`config.mk`:
```
export PLATFORM = sky130hd
export DESIGN_NAME = debug_unit
export DESIGN_NICKNAME = d
export VERILOG_FILES = /design/src/rtl/debug_unit.sv
export SDC_FILE = /design/constraint.sdc
export NUM_CORES = 1
export LEC_CHECK = 0
export BUFFER_PORTS_ARGS = -buffer_cell sky130_fd_sc_hd__buf_4
export CAP_MARGIN = 25
export CORE_MARGIN = 4
export CORE_UTILIZATION = 47
export CTS_CLUSTER_DIAMETER = 100
export CTS_CLUSTER_SIZE = 20
export DETAILED_ROUTE_END_ITERATION = 7
export GPL_TIMING_DRIVEN = 0
export PLACE_DENSITY = 0.75
export SYNTH_ARGS = -nofsm -noshare
export SYNTH_HDL_FRONTEND = slang
export SYNTH_SLANG_ARGS = --single-unit
```
`constraint.sdc`:
```
create_clock -name clock -period 2.9 [get_ports clock]
set_input_delay 0.58 -clock clock [delete_from_list [all_inputs] [get_ports clock]]
set_output_delay 0.58 -clock clock [all_outputs]
set_load 0.01 [all_outputs]
```
`src/rtl/debug_unit.sv`:
```
// UART debug controller: program loader, run/step gate and state dump.
// Sits in front of top_pipeline and drives its debug and load ports.
module debug_unit #(
  parameter int NB_DATA    = 32,
  parameter int NB_REG     = 5,
  parameter int NB_ADDR    = 7,
  parameter int N_REGISTER = 32,
  parameter int N_MEM_DUMP = 32,
  parameter logic [NB_DATA-1:0] HALT_INSTR = {NB_DATA{1'b1}},
  parameter logic [7:0] CMD_LOAD = 8'h4C,
  parameter logic [7:0] CMD_RUN  = 8'h43,
  parameter logic [7:0] CMD_STEP = 8'h53
) (
  input  logic               clock,
  input  logic               reset,
  input  logic [7:0]         rx_data_i,
  input  logic               rx_done_i,
  input  logic               tx_done_i,
  output logic [7:0]         tx_data_o,
  output logic               tx_start_o,
  input  logic               halt_signal_i,
  input  logic [NB_ADDR-1:0] data_pc_debug_i,
  input  logic [NB_DATA-1:0] data_registers_debug_i,
  input  logic [NB_DATA-1:0] data_mem_debug_i,
  output logic               en_pipeline_o,
  output logic               en_read_inst_o,
  output logic [NB_DATA-1:0] inst_data_o,
  output logic               inst_write_o,
  output logic [NB_ADDR-1:0] inst_addr_o,
  output logic               select_debug_or_wireA_o,
  output logic [NB_REG-1:0]  addr_reg_debug_o,
  output logic               select_debug_or_alu_result_o,
  output logic [NB_ADDR-1:0] addr_mem_debug_o,
  output logic [3:0]         state_o
);

  typedef enum logic [3:0] {
    S_IDLE   = 4'd0,
    S_LOAD   = 4'd1,
    S_WRITE  = 4'd2,
    S_RUN    = 4'd3,
    S_STEP   = 4'd4,
    S_PC     = 4'd5,
    S_SETTLE = 4'd6,
    S_WAIT   = 4'd7
  } state_t;

  typedef enum logic [1:0] {
    PH_PC  = 2'd0,
    PH_REG = 2'd1,
    PH_MEM = 2'd2
  } phase_t;

  localparam logic [NB_REG-1:0]  LAST_REG = NB_REG'(N_REGISTER - 1);
  localparam logic [NB_ADDR-1:0] LAST_MEM = NB_ADDR'(N_MEM_DUMP - 1);
  localparam logic [NB_ADDR-1:0] ADDR_MAX = {NB_ADDR{1'b1}};
  localparam logic [NB_ADDR-1:0] A_ONE    = NB_ADDR'(1);
  localparam logic [NB_REG-1:0]  R_ONE    = NB_REG'(1);

  state_t               state_q, state_d;
  phase_t               phase_q, phase_d;
  logic                 halted_q, halted_d;
  logic [1:0]           byte_q, byte_d;
  logic                 hold_q, hold_d;
  logic [NB_DATA-1:0]   word_q, word_d;
  logic [7:0]           tx_data_q, tx_data_d;
  logic                 tx_start_q, tx_start_d;
  logic                 en_pipe_q, en_pipe_d;
  logic                 en_read_q, en_read_d;
  logic [NB_DATA-1:0]   inst_data_q, inst_data_d;
  logic                 inst_write_q, inst_write_d;
  logic [NB_ADDR-1:0]   inst_addr_q, inst_addr_d;
  logic                 sel_reg_q, sel_reg_d;
  logic [NB_REG-1:0]    addr_reg_q, addr_reg_d;
  logic                 sel_mem_q, sel_mem_d;
  logic [NB_ADDR-1:0]   addr_mem_q, addr_mem_d;
  logic [NB_DATA-1:0]   cap;
  logic [NB_DATA-1:0]   load_word;

  assign cap = sel_mem_q ? data_mem_debug_i : data_registers_debug_i;
  assign load_word = {word_q[NB_DATA-9:0], rx_data_i};

  always_comb begin
    state_d      = state_q;
    phase_d      = phase_q;
    halted_d     = halted_q;
    byte_d       = byte_q;
    hold_d       = hold_q;
    word_d       = word_q;
    tx_data_d    = tx_data_q;
    tx_start_d   = 1'b0;
    en_pipe_d    = 1'b0;
    inst_data_d  = inst_data_q;
    inst_write_d = 1'b0;
    inst_addr_d  = inst_addr_q;
    sel_reg_d    = sel_reg_q;
    addr_reg_d   = addr_reg_q;
    sel_mem_d    = sel_mem_q;
    addr_mem_d   = addr_mem_q;
    unique case (state_q)
      S_IDLE: begin
        if (rx_done_i) begin
          unique case (1'b1)
            rx_data_i == CMD_LOAD: begin
              state_d     = S_LOAD;
              inst_addr_d = '0;
              byte_d      = '0;
              halted_d    = 1'b0;
            end
            (rx_data_i == CMD_RUN) && !halted_q: begin
              state_d   = S_RUN;
              en_pipe_d = 1'b1;
            end
            (rx_data_i == CMD_STEP) && !halted_q: begin
              state_d   = S_STEP;
              en_pipe_d = 1'b1;
            end
            default: ;
          endcase
        end
      end
      S_LOAD: begin
        if (rx_done_i) begin
          word_d = load_word;
          byte_d = byte_q + 2'd1;
          if (byte_q == 2'd3) begin
            state_d      = S_WRITE;
            inst_data_d  = load_word;
            inst_write_d = 1'b1;
          end
        end
      end
      S_WRITE: begin
        // Top of memory ends the load as well; the address never wraps.
        if (inst_data_q == HALT_INSTR || inst_addr_q == ADDR_MAX) begin
          state_d = S_IDLE;
        end else begin
          inst_addr_d = inst_addr_q + A_ONE;
          state_d     = S_LOAD;
        end
      end
      S_RUN: begin
        if (halt_signal_i) begin
          halted_d = 1'b1;
          state_d  = S_PC;
          phase_d  = PH_PC;
        end else begin
          en_pipe_d = 1'b1;
        end
      end
      S_STEP: begin
        if (halt_signal_i) halted_d = 1'b1;
        state_d = S_PC;
        phase_d = PH_PC;
      end
      S_PC: begin
        tx_data_d  = 8'(data_pc_debug_i);
        tx_start_d = 1'b1;
        state_d    = S_WAIT;
      end
      S_SETTLE: begin
        // Debug address has been stable for two cycles when captured.
        if (!hold_q) begin
          hold_d = 1'b1;
        end else begin
          hold_d     = 1'b0;
          word_d     = cap;
          tx_data_d  = cap[NB_DATA-1 -: 8];
          tx_start_d = 1'b1;
          byte_d     = '0;
          state_d    = S_WAIT;
        end
      end
      S_WAIT: begin
        if (tx_done_i) begin
          if (phase_q == PH_PC) begin
            phase_d    = PH_REG;
            sel_reg_d  = 1'b1;
            addr_reg_d = '0;
            state_d    = S_SETTLE;
          end else if (byte_q != 2'd3) begin
            byte_d     = byte_q + 2'd1;
            tx_data_d  = word_q[NB_DATA-9 -: 8];
            word_d     = word_q << 8;
            tx_start_d = 1'b1;
          end else if (phase_q == PH_REG) begin
            state_d = S_SETTLE;
            if (addr_reg_q == LAST_REG) begin
              phase_d    = PH_MEM;
              sel_reg_d  = 1'b0;
              sel_mem_d  = 1'b1;
              addr_mem_d = '0;
            end else begin
              addr_reg_d = addr_reg_q + R_ONE;
            end
          end else begin
            if (addr_mem_q == LAST_MEM) begin
              sel_mem_d = 1'b0;
              state_d   = S_IDLE;
            end else begin
              addr_mem_d = addr_mem_q + A_ONE;
              state_d    = S_SETTLE;
            end
          end
        end
      end
      default: state_d = S_IDLE;
    endcase
    en_read_d = (state_d != S_LOAD) && (state_d != S_WRITE);
  end

  always_ff @(posedge clock or posedge reset) begin
    if (reset) begin
      state_q      <= S_IDLE;
      phase_q      <= PH_PC;
      halted_q     <= 1'b0;
      byte_q       <= '0;
      hold_q       <= 1'b0;
      word_q       <= '0;
      tx_data_q    <= '0;
      tx_start_q   <= 1'b0;
      en_pipe_q    <= 1'b0;
      en_read_q    <= 1'b0;
      inst_data_q  <= '0;
      inst_write_q <= 1'b0;
      inst_addr_q  <= '0;
      sel_reg_q    <= 1'b0;
      addr_reg_q   <= '0;
      sel_mem_q    <= 1'b0;
      addr_mem_q   <= '0;
    end else begin
      state_q      <= state_d;
      phase_q      <= phase_d;
      halted_q     <= halted_d;
      byte_q       <= byte_d;
      hold_q       <= hold_d;
      word_q       <= word_d;
      tx_data_q    <= tx_data_d;
      tx_start_q   <= tx_start_d;
      en_pipe_q    <= en_pipe_d;
      en_read_q    <= en_read_d;
      inst_data_q  <= inst_data_d;
      inst_write_q <= inst_write_d;
      inst_addr_q  <= inst_addr_d;
      sel_reg_q    <= sel_reg_d;
      addr_reg_q   <= addr_reg_d;
      sel_mem_q    <= sel_mem_d;
      addr_mem_q   <= addr_mem_d;
    end
  end

  assign tx_data_o                    = tx_data_q;
  assign tx_start_o                   = tx_start_q;
  assign en_pipeline_o                = en_pipe_q;
  assign en_read_inst_o               = en_read_q;
  assign inst_data_o                  = inst_data_q;
  assign inst_write_o                 = inst_write_q;
  assign inst_addr_o                  = inst_addr_q;
  assign select_debug_or_wireA_o      = sel_reg_q;
  assign addr_reg_debug_o             = addr_reg_q;
  assign select_debug_or_alu_result_o = sel_mem_q;
  assign addr_mem_debug_o             = addr_mem_q;
  assign state_o                      = state_q;

endmodule

```
==> results of run 1 <==
routing by layer:
layer  wire length, um  part of all wire
met1              6120              0.41
met2              7320              0.50
met3              1130             0.077
met4               174             0.012
met5                 0                 0
path summary, 6_finish.rpt:
path / start / end / slack, ns / depth (start not counted)
max: state_o[3] / tx_data_o[0] / 0.57 / 6
min: reset / tx_start_o / 0.29 / 2
max reg2reg: state_o[3] / tx_data_o[0] / 0.57 / 6
min reg2reg: tx_data_o[0] / tx_data_o[0] / 0.49 / 2
max in group asynchronous: reset / inst_addr_o[0] / 1.77 / 4
min in group clock: rx_data_i[6] / inst_data_o[6] / 0.47 / 2
where the power goes:
| group | internal (mW) | switching [mW] |
|---|---|---|
| clock | 0.326 | 0.523 |
| combinational | 0.117 | 0.0958 |
| sequential | 1.39 | 0.0118 |
sequential cells by signal (all words and copies together) (netlist names):
signal                        count
addr_mem_debug_o                  7
inst_addr_o                       7
word_q                           24
hold_q                            1
inst_data_o                      32
select_debug_or_wireA_o           1
state_o                           4
inst_write_o                      1
tx_start_o                        1
halted_q                          1
byte_q                            2
phase_q                           2
select_debug_or_alu_result_o      1
en_read_inst_o                    1
en_pipeline_o                     1
tx_data_o                         8
addr_reg_debug_o                  5
Yosys cell counts (3+ instances only):
| library cell | instances |
|---|---|
| sky130_fd_sc_hd__nor2_1 | 11 |
| sky130_fd_sc_hd__a31oi_1 | 3 |
| sky130_fd_sc_hd__o31ai_1 | 5 |
| sky130_fd_sc_hd__dfrtp_1 | 99 |
| sky130_fd_sc_hd__and3_1 | 7 |
| sky130_fd_sc_hd__mux2i_1 | 32 |
| sky130_fd_sc_hd__mux2_2 | 22 |
| sky130_fd_sc_hd__clkbuf_1 | 15 |
| sky130_fd_sc_hd__o21ai_0 | 75 |
| sky130_fd_sc_hd__nand2_1 | 75 |
| sky130_fd_sc_hd__or4_1 | 4 |
| sky130_fd_sc_hd__nor2b_1 | 8 |
| sky130_fd_sc_hd__buf_2 | 9 |
| sky130_fd_sc_hd__mux2_4 | 20 |
| sky130_fd_sc_hd__nand4_1 | 14 |
| sky130_fd_sc_hd__nand3_1 | 8 |
| sky130_fd_sc_hd__a21oi_1 | 10 |
| sky130_fd_sc_hd__a22oi_1 | 9 |
| sky130_fd_sc_hd__nand3b_1 | 3 |
| sky130_fd_sc_hd__buf_6 | 4 |
| sky130_fd_sc_hd__ha_1 | 5 |
| sky130_fd_sc_hd__a211o_1 | 3 |
| sky130_fd_sc_hd__nor4_1 | 4 |
| sky130_fd_sc_hd__nand2b_1 | 4 |
| sky130_fd_sc_hd__a21o_1 | 3 |
| sky130_fd_sc_hd__inv_1 | 12 |
| sky130_fd_sc_hd__or3_1 | 4 |
kinds of logic (layout without fill, tap and decap cells):
logic type / after synthesis / in the layout / share of synthesized area
AOI/OAI and AO/OA: 124 / 124 / 0.141
xor gates and xnor gates: 2 / 2 / 0.00336
adders and majority gates: 5 / 5 / 0.0120
buffers and inverters: 44 / 214 / 0.0403
DFF: 99 / 99 / 0.475
muxes: 76 / 76 / 0.171
other: 1 / 1 / 0.000720
and+or+nand+nor: 158 / 158 / 0.157
through the flow:
step	util	cells
2_1_floorplan	-	509
3_3_place_gp	0.602	801
3_5_place_dp	0.606	803
4_1_cts	0.623	819
5_1_grt	0.623	819
6_report	0.623	819
area by class of cell:
class	count	area (um2)
clock buffer	9	124
multi-input combinational	366	2520
timing repair buffer	154	1180
tap	140	175
fill	946	4090
clock inverter	7	56.3
buffer	31	161
inverter	13	52.6
sequential	99	2480
worst register-to-register path, stage by stage, from the launching register on:
cell,delay (ns)
sky130_fd_sc_hd__dfrtp_1,0.41
sky130_fd_sc_hd__buf_6,0.15
sky130_fd_sc_hd__nor2b_1,0.30
sky130_fd_sc_hd__nand3_1,0.23
sky130_fd_sc_hd__o221ai_1,0.57
sky130_fd_sc_hd__clkbuf_1,0.41
sky130_fd_sc_hd__o21ai_0,0.15
==> flow_results.org, run 1 <==
** Pwr
- The analysis attributes to cell leakage a power of 3.29 nW.
- Power per standard cell area :: 365 nW/um2
- IR analysis of the VDD net gives a maximum drop of 0.225 mV.
- Overall power after layout :: 2.47 mW

** STA
- Transition at the pin with the smallest max-transition slack :: 0.800 ns
- Setup slack closes at 0.574 ns.
- Final hold violation count :: 0
- Clock skew on the completed layout was measured at 0.00974 ns.
- Setup violations remaining at the end of the flow were counted as 0.
- The tightest hold path in the finished design has a slack of 0.287 ns.
- Final Cycle Share :: 0.802
- The clock period could shrink to 2.33 ns.
- Setup repair after global routing left no endpoint under its margin.
- Max-slew headroom at the worst pin :: 0.467
- Setup total negative slack on the finished layout was measured at 0 ns.
- The number of max-slew violations in the final report is 0.
- Maximum clock frequency :: 430 MHz

** Synthesis
- Of the synthesized area, sequential elements account for 0.475.
- The synthesized netlist contains 59 unique library cells.
- The most used flip-flop cell after synthesis is sky130_fd_sc_hd__dfrtp_1.
- Asr flop ratio synth :: 1.00
- FF+latch count, synth :: 99
- Cell types occupying the most area after synthesis :: sky130_fd_sc_hd__dfrtp_1, sky130_fd_sc_hd__o21ai_0, sky130_fd_sc_hd__mux2i_1, sky130_fd_sc_hd__mux2_4, sky130_fd_sc_hd__nand2_1
- The Yosys step of the flow raised 0 warnings.
- The synthesized design contains 0 enable-type register cells.
- Mean instance size in the synthesized netlist :: 10.2 um2
- Synthesis produced a netlist whose cell count is 509.
- The number of nets in the synthesized netlist is 598.
- The synthesized netlist occupies a cell area of 5210 um2.
- Cell taking the most area after synthesis :: sky130_fd_sc_hd__dfrtp_1
- Portion of synthesized cell area occupied by the leading cell type :: 0.475

** Worst setup path
- Sequence of cells on the critical path :: buf_6, nor2b_1, nand3_1, o221ai_1, clkbuf_1, o21ai_0
- Among cell families on the critical path, the largest total delay comes from compound AO/OA/AOI/OAI gates.
- STA classifies the critical path startpoint as a flop.
- Critical path's largest stage delay :: 0.57 ns
- The worst setup path is captured at a flop.
- Of all nets on the critical path, the largest fanout is 10.
- STA puts the critical path data arrival time at 2.57 ns.
- The slowest stage of the critical path is the sky130_fd_sc_hd__o221ai_1 cell.
- Sum of buffers and inverters on the critical path :: 2
- By startpoint and endpoint, the worst setup path is classified as reg2reg.
- Data on the critical path is required at its endpoint by 3.14 ns.

** Floorplanning
- In this run the horizontal extent of the chip is 113 um.
- Count of standard-cell rows :: 38
- Overall die area :: 12,800 um2
- For this configuration, the core starts out at a cell density of 0.481.
- Count of boundary I/O pins :: 153
- Vert. Die Dim :: 113 um
- The region available for standard cell placement spans 10,800 um2.

** Routing
- Avg Vias per Cell :: 5.65
- Wirelength, routed :: 14,700 um
- Number of DRC violations after detailed routing :: 0
- First-pass iteration count of the detailed router :: 5
- The detailed router placed 4,626 vias in this run.
- Iteration-0 DRC Markers :: 201
- The count of nets left with antenna violations once routing finished came out at 0.
- Routed WL per cell :: 18.0 um

** Clock network
- CTS tree :: built
- The number of setup buffers added after CTS is 0.
- Bufs on Longest Clock Path :: 2
- Number of buffers inserted for hold repair after clock tree synthesis :: 0
- CTS H-tree depth :: 3
- Post-cts repair resize count :: 0
- After clock tree synthesis, the clock-pin slew on the worst setup and hold paths is 0.10 ns.
- The later pin in the worst-skew pair is clocked with a latency of 0.37 ns.
- Cell at the root of the clock tree :: sky130_fd_sc_hd__clkbuf_8
- The clock drives 99 sinks.
- Inserted Clock Buffers :: 9

** GRT
- Global-route track usage on met1 :: 0.296
- The initial antenna violation count was 0.
- For met2 alone, demand over resource in global routing was 0.391.
- Entering global routing, the biggest net connects 40 pins.
- Summed over all layers, the global routing overflow is 0.
- In the global route stage, overall resource usage came out at 0.229.
- met2 is the most crowded layer.
- Via count of the first global-routing pass :: 4,685
- Wire length of the first global-routing pass :: 23,700 um
- Met3 Usage GRT :: 0.0487

** Flow run
- # Max-Cap Violations :: 0

** Layout
- The repair_antennas step left the layout with diodes totalling 0.
- From synthesis to final layout, the design area changed by 29.6%.
- Share of post-route cells with drive strength above 1 :: 0.346
- Final-stage net count :: 763
- Final cell area excluding filler cells :: 6750 um2
- Most common cell after layout, fill and taps aside :: sky130_fd_sc_hd__buf_4
- In the layout the commonest cells are sky130_fd_sc_hd__buf_4, sky130_fd_sc_hd__dfrtp_1, sky130_fd_sc_hd__nand2_1, sky130_fd_sc_hd__o21ai_0, sky130_fd_sc_hd__mux2i_1.

** Placed design
- Final GP Congestion :: 0.900
- Placed Instance Area :: 6570 um2
- Timing analysis after detailed placement gives a worst setup slack of 0.447 ns.
- Buffers placed on the I/O ports in this run total 152.
- The wire-length estimate of the detail-placed layout is 11,500 um.

** Status
- Run status :: finished, final reports clean

** Min path
- The min-delay analysis places its worst path in the category in2async.
No activity file was read; power rests on OpenSTA's default activity.
==> run 2, diff against run 1 <==
Settings changed: CORE_UTILIZATION 47 to 52, PLACE_DENSITY 0.75 to 0.78.
Clock period 2.9 ns to 2.2 ns, I/O delays scaled along.
==> run 2 against run 1 <==
Against the previous run:
- first-iteration DRC count up 62%
- critical endpoint is now byte_q[0]
- highest routed layer unchanged
- maximum frequency up 7.7%
- flip-flop and latch count unchanged
- sequential power up 32%
==> flow_results.org, run 2 (synthesis results as in run 1) <==
** Status
- The run finished with clean final reports.

** Clock network
- CTS H-tree depth :: 3 (unchanged)
- The number of buffers added by the clock tree synthesis step was 9 (unchanged).
- CTS tree :: built
- Bufs on Longest Clock Path :: 2 (unchanged)
- The clock transition at the registers of the reported paths came to 0.10 ns (about the same).
- Cell at the root of the clock tree :: sky130_fd_sc_hd__clkbuf_8
- Skew-Pair Late Insertion Delay :: 0.37 ns (about the same)
- The number of clock sinks seen by CTS is 99 (unchanged).

** STA
- The upper clock frequency limit was 463 MHz (+7.7%).
- The final worst hold slack is 0.248 ns (-0.0390 ns).
- Final-report max-slew violation count :: 0 (unchanged)
- Finish-stage setup viols :: 0 (unchanged)
- Transition at the pin with the smallest max-transition slack :: 0.895 ns (+0.0950 ns)
- Final min period :: 2.16 ns (-0.166 ns)
- The final hold violation count came to 0 (unchanged).
- Final Cycle Share :: 0.982 (+0.180)
- Setup repair after global routing could not meet its margin everywhere.
- Setup Skew :: 0.00996 ns (+0.000225 ns)
- Max-slew headroom at the worst pin :: 0.402 (-0.0646)

** Layout
- In the layout the commonest cells are sky130_fd_sc_hd__buf_4, sky130_fd_sc_hd__dfrtp_1, sky130_fd_sc_hd__nand2_1, sky130_fd_sc_hd__o21ai_0, sky130_fd_sc_hd__mux2i_1.
- Total inserted antenna cells :: 0 (unchanged)
- The number of filler cells placed in the layout is 735 (-22%).
- Final-stage net count :: 772 (+1.2%)
- The count of non-filler cells in the finished layout was 821 (+0.24%).
- Share of post-route cells with drive strength above 1 :: 0.390 (+0.0434)
- Leaving out fill and tap cells, the most frequent cell in the layout is sky130_fd_sc_hd__buf_4.
- The area growth from synthesis to layout is 33.6%.
- The flip-flop count of the largest register after layout came to 32 (unchanged).

** Routing
- The iteration-0 DRC count of the detailed router was 326 (+62%).
- First-pass iteration count of the detailed router :: 5 (unchanged)
- Wirelength, routed :: 15,400 um (+4.3%)
- Avg Vias per Cell :: 5.80 (+2.7%)
- The via total after detailed routing is 4,762 (+2.9%).
- Routed WL per cell :: 18.7 um (+4.0%)
- Number of DRC violations after detailed routing :: 0 (unchanged)
- Number of nets with antenna violations after detailed routing :: 0 (unchanged)

** Placed design
- Final GP Congestion :: 0.938 (+4.2%)
- Detail Placement HPWL :: 11,500 um (about the same)
- Number of buffers added on ports :: 152 (unchanged)
- The number of placed instances, taps included was 796 (-0.87%).

** GRT
- The via count of the first global-routing pass came to 4,602 (-1.8%).
- The initial antenna violation count came to 0 (unchanged).
- The wire length of the first global-routing pass is 23,200 um (-1.8%).
- The final global-route overflow total is 0 (unchanged).
- The combined global-route utilization of all metal layers came to 0.255 (+0.0259).
- Largest net degree at the start of global routing :: 41 (+2.5%)

** Worst setup path
- STA classifies the critical path startpoint as a flop.
- Critical Path Sink Type :: flop
- The biggest fanout along the worst timing path is 10 (unchanged).
- Critical path data arrival time :: 2.41 ns (-0.16 ns)
- The required time at the worst-slack endpoint came to 2.45 ns (-0.69 ns).
- WS Path Type :: reg2reg

** Floorplanning
- The die height was 108 um (-4.6%).
- Overall die area :: 11,700 um2 (-9.0%)
- The number of rows created at floorplan came to 36 (-5.3%).
- Floorplan Core Area :: 9770 um2 (-9.8%)
- Count of boundary I/O pins :: 153 (unchanged)
- The starting utilization of the core area is 0.533 (+0.0524).
- The horizontal die dimension is 108 um (-4.6%).

** Min path
- Worst min path class :: in2async

** Pwr
- Leakage component of the power :: 3.39 nW (+3.0%)
- The power per standard cell area is 477 nW/um2 (+30%).
- The highest ir drop seen on vdd is 0.307 mV (+37%).

** Flow run
- # Max-Cap Violations :: 0 (unchanged)
## run 2: cell count changes in the layout (fill, tap and decap cells not counted), sizes merged
cell / change
inv: -5
bufinv: +1
clkbuf: +4
buf: +8
clkinvlp: +1
## run 2: final timing paths
check / slack, ns / from / to / depth (start not counted)
worst max-delay path: 0.04 / state_o[0] / byte_q[0] / 7
worst max register to register: 0.04 / state_o[0] / byte_q[0] / 7
min in group clock: 0.34 / halt_signal_i / halted_q / 2
worst min register to register: 0.49 / tx_data_o[0] / tx_data_o[0] / 2
worst min-delay path: 0.25 / reset / tx_data_o[1] / 2
max in group asynchronous: 1.09 / reset / word_q[11] / 4
## run 2: what timing repair did
action	in CTS	in global routing
cloned	0	0
setup endpoints to repair	41	60
setup buffers	1	10
hold buffers	0	0
pin swaps	3	1
gates resized for setup	5	38
## run 2: critical path, cell delays in order, from the launching register on
cell	delay (ns)
sky130_fd_sc_hd__dfrtp_1	0.40
sky130_fd_sc_hd__buf_6	0.15
sky130_fd_sc_hd__nor4b_4	0.28
sky130_fd_sc_hd__nand2_2	0.10
sky130_fd_sc_hd__or3_4	0.33
sky130_fd_sc_hd__buf_6	0.15
sky130_fd_sc_hd__a311oi_4	0.30
sky130_fd_sc_hd__mux2_4	0.34
## run 2: final cells by class
cell class | count | area, um2 | share of cell area
Sequential cell | 99 | 2480 | 0.356
Clock buffer | 12 | 145 | 0.0208
Buffer | 29 | 180 | 0.0259
Clock inverter | 4 | 50.0 | 0.00719
Inverter | 13 | 60.1 | 0.00863
Multi-Input combinational cell | 366 | 2620 | 0.376
Tap cell | 133 | 166 | 0.0239
Timing Repair Buffer | 165 | 1260 | 0.182
## run 2: per-stage QoR
stage / worst slack, ns / power, mW / cell area [um2] / utilization / TNS, ns
finish: 0.0404 / 3.32 / 6960 / 0.712 / 0
CTS: 0.00827 / 3.32 / 6770 / 0.693 / 0
detailed placement: -0.254 / 2.17 / 6560 / 0.671 / -2.07
global placement: -0.130 / 2.15 / 6520 / 0.667 / -4.53
floorplan: 0.0791 / 1.99 / 5220 / - / 0
global route: -0.0304 / 3.44 / 6960 / 0.712 / -0.0842
## run 2: power by group
group          internal (mW)  leakage (nW)  switching (mW)  total [mW]
registers               1.83          1.34          0.0159        1.85
logic                  0.157          1.96           0.130       0.287
clock network          0.556        0.0926           0.623        1.18
total                   2.55          3.39           0.769        3.32
## run 2: per-layer routing
metal / wire (um) / GRT usage / up-vias
met4: 208 / 0.0703 / 0
met1: 6720 / 0.358 / 2328
met3: 1140 / 0.0573 / 17
met5: 0 / 0 / -
li1: - / - / 2195
met2: 7310 / 0.399 / 222
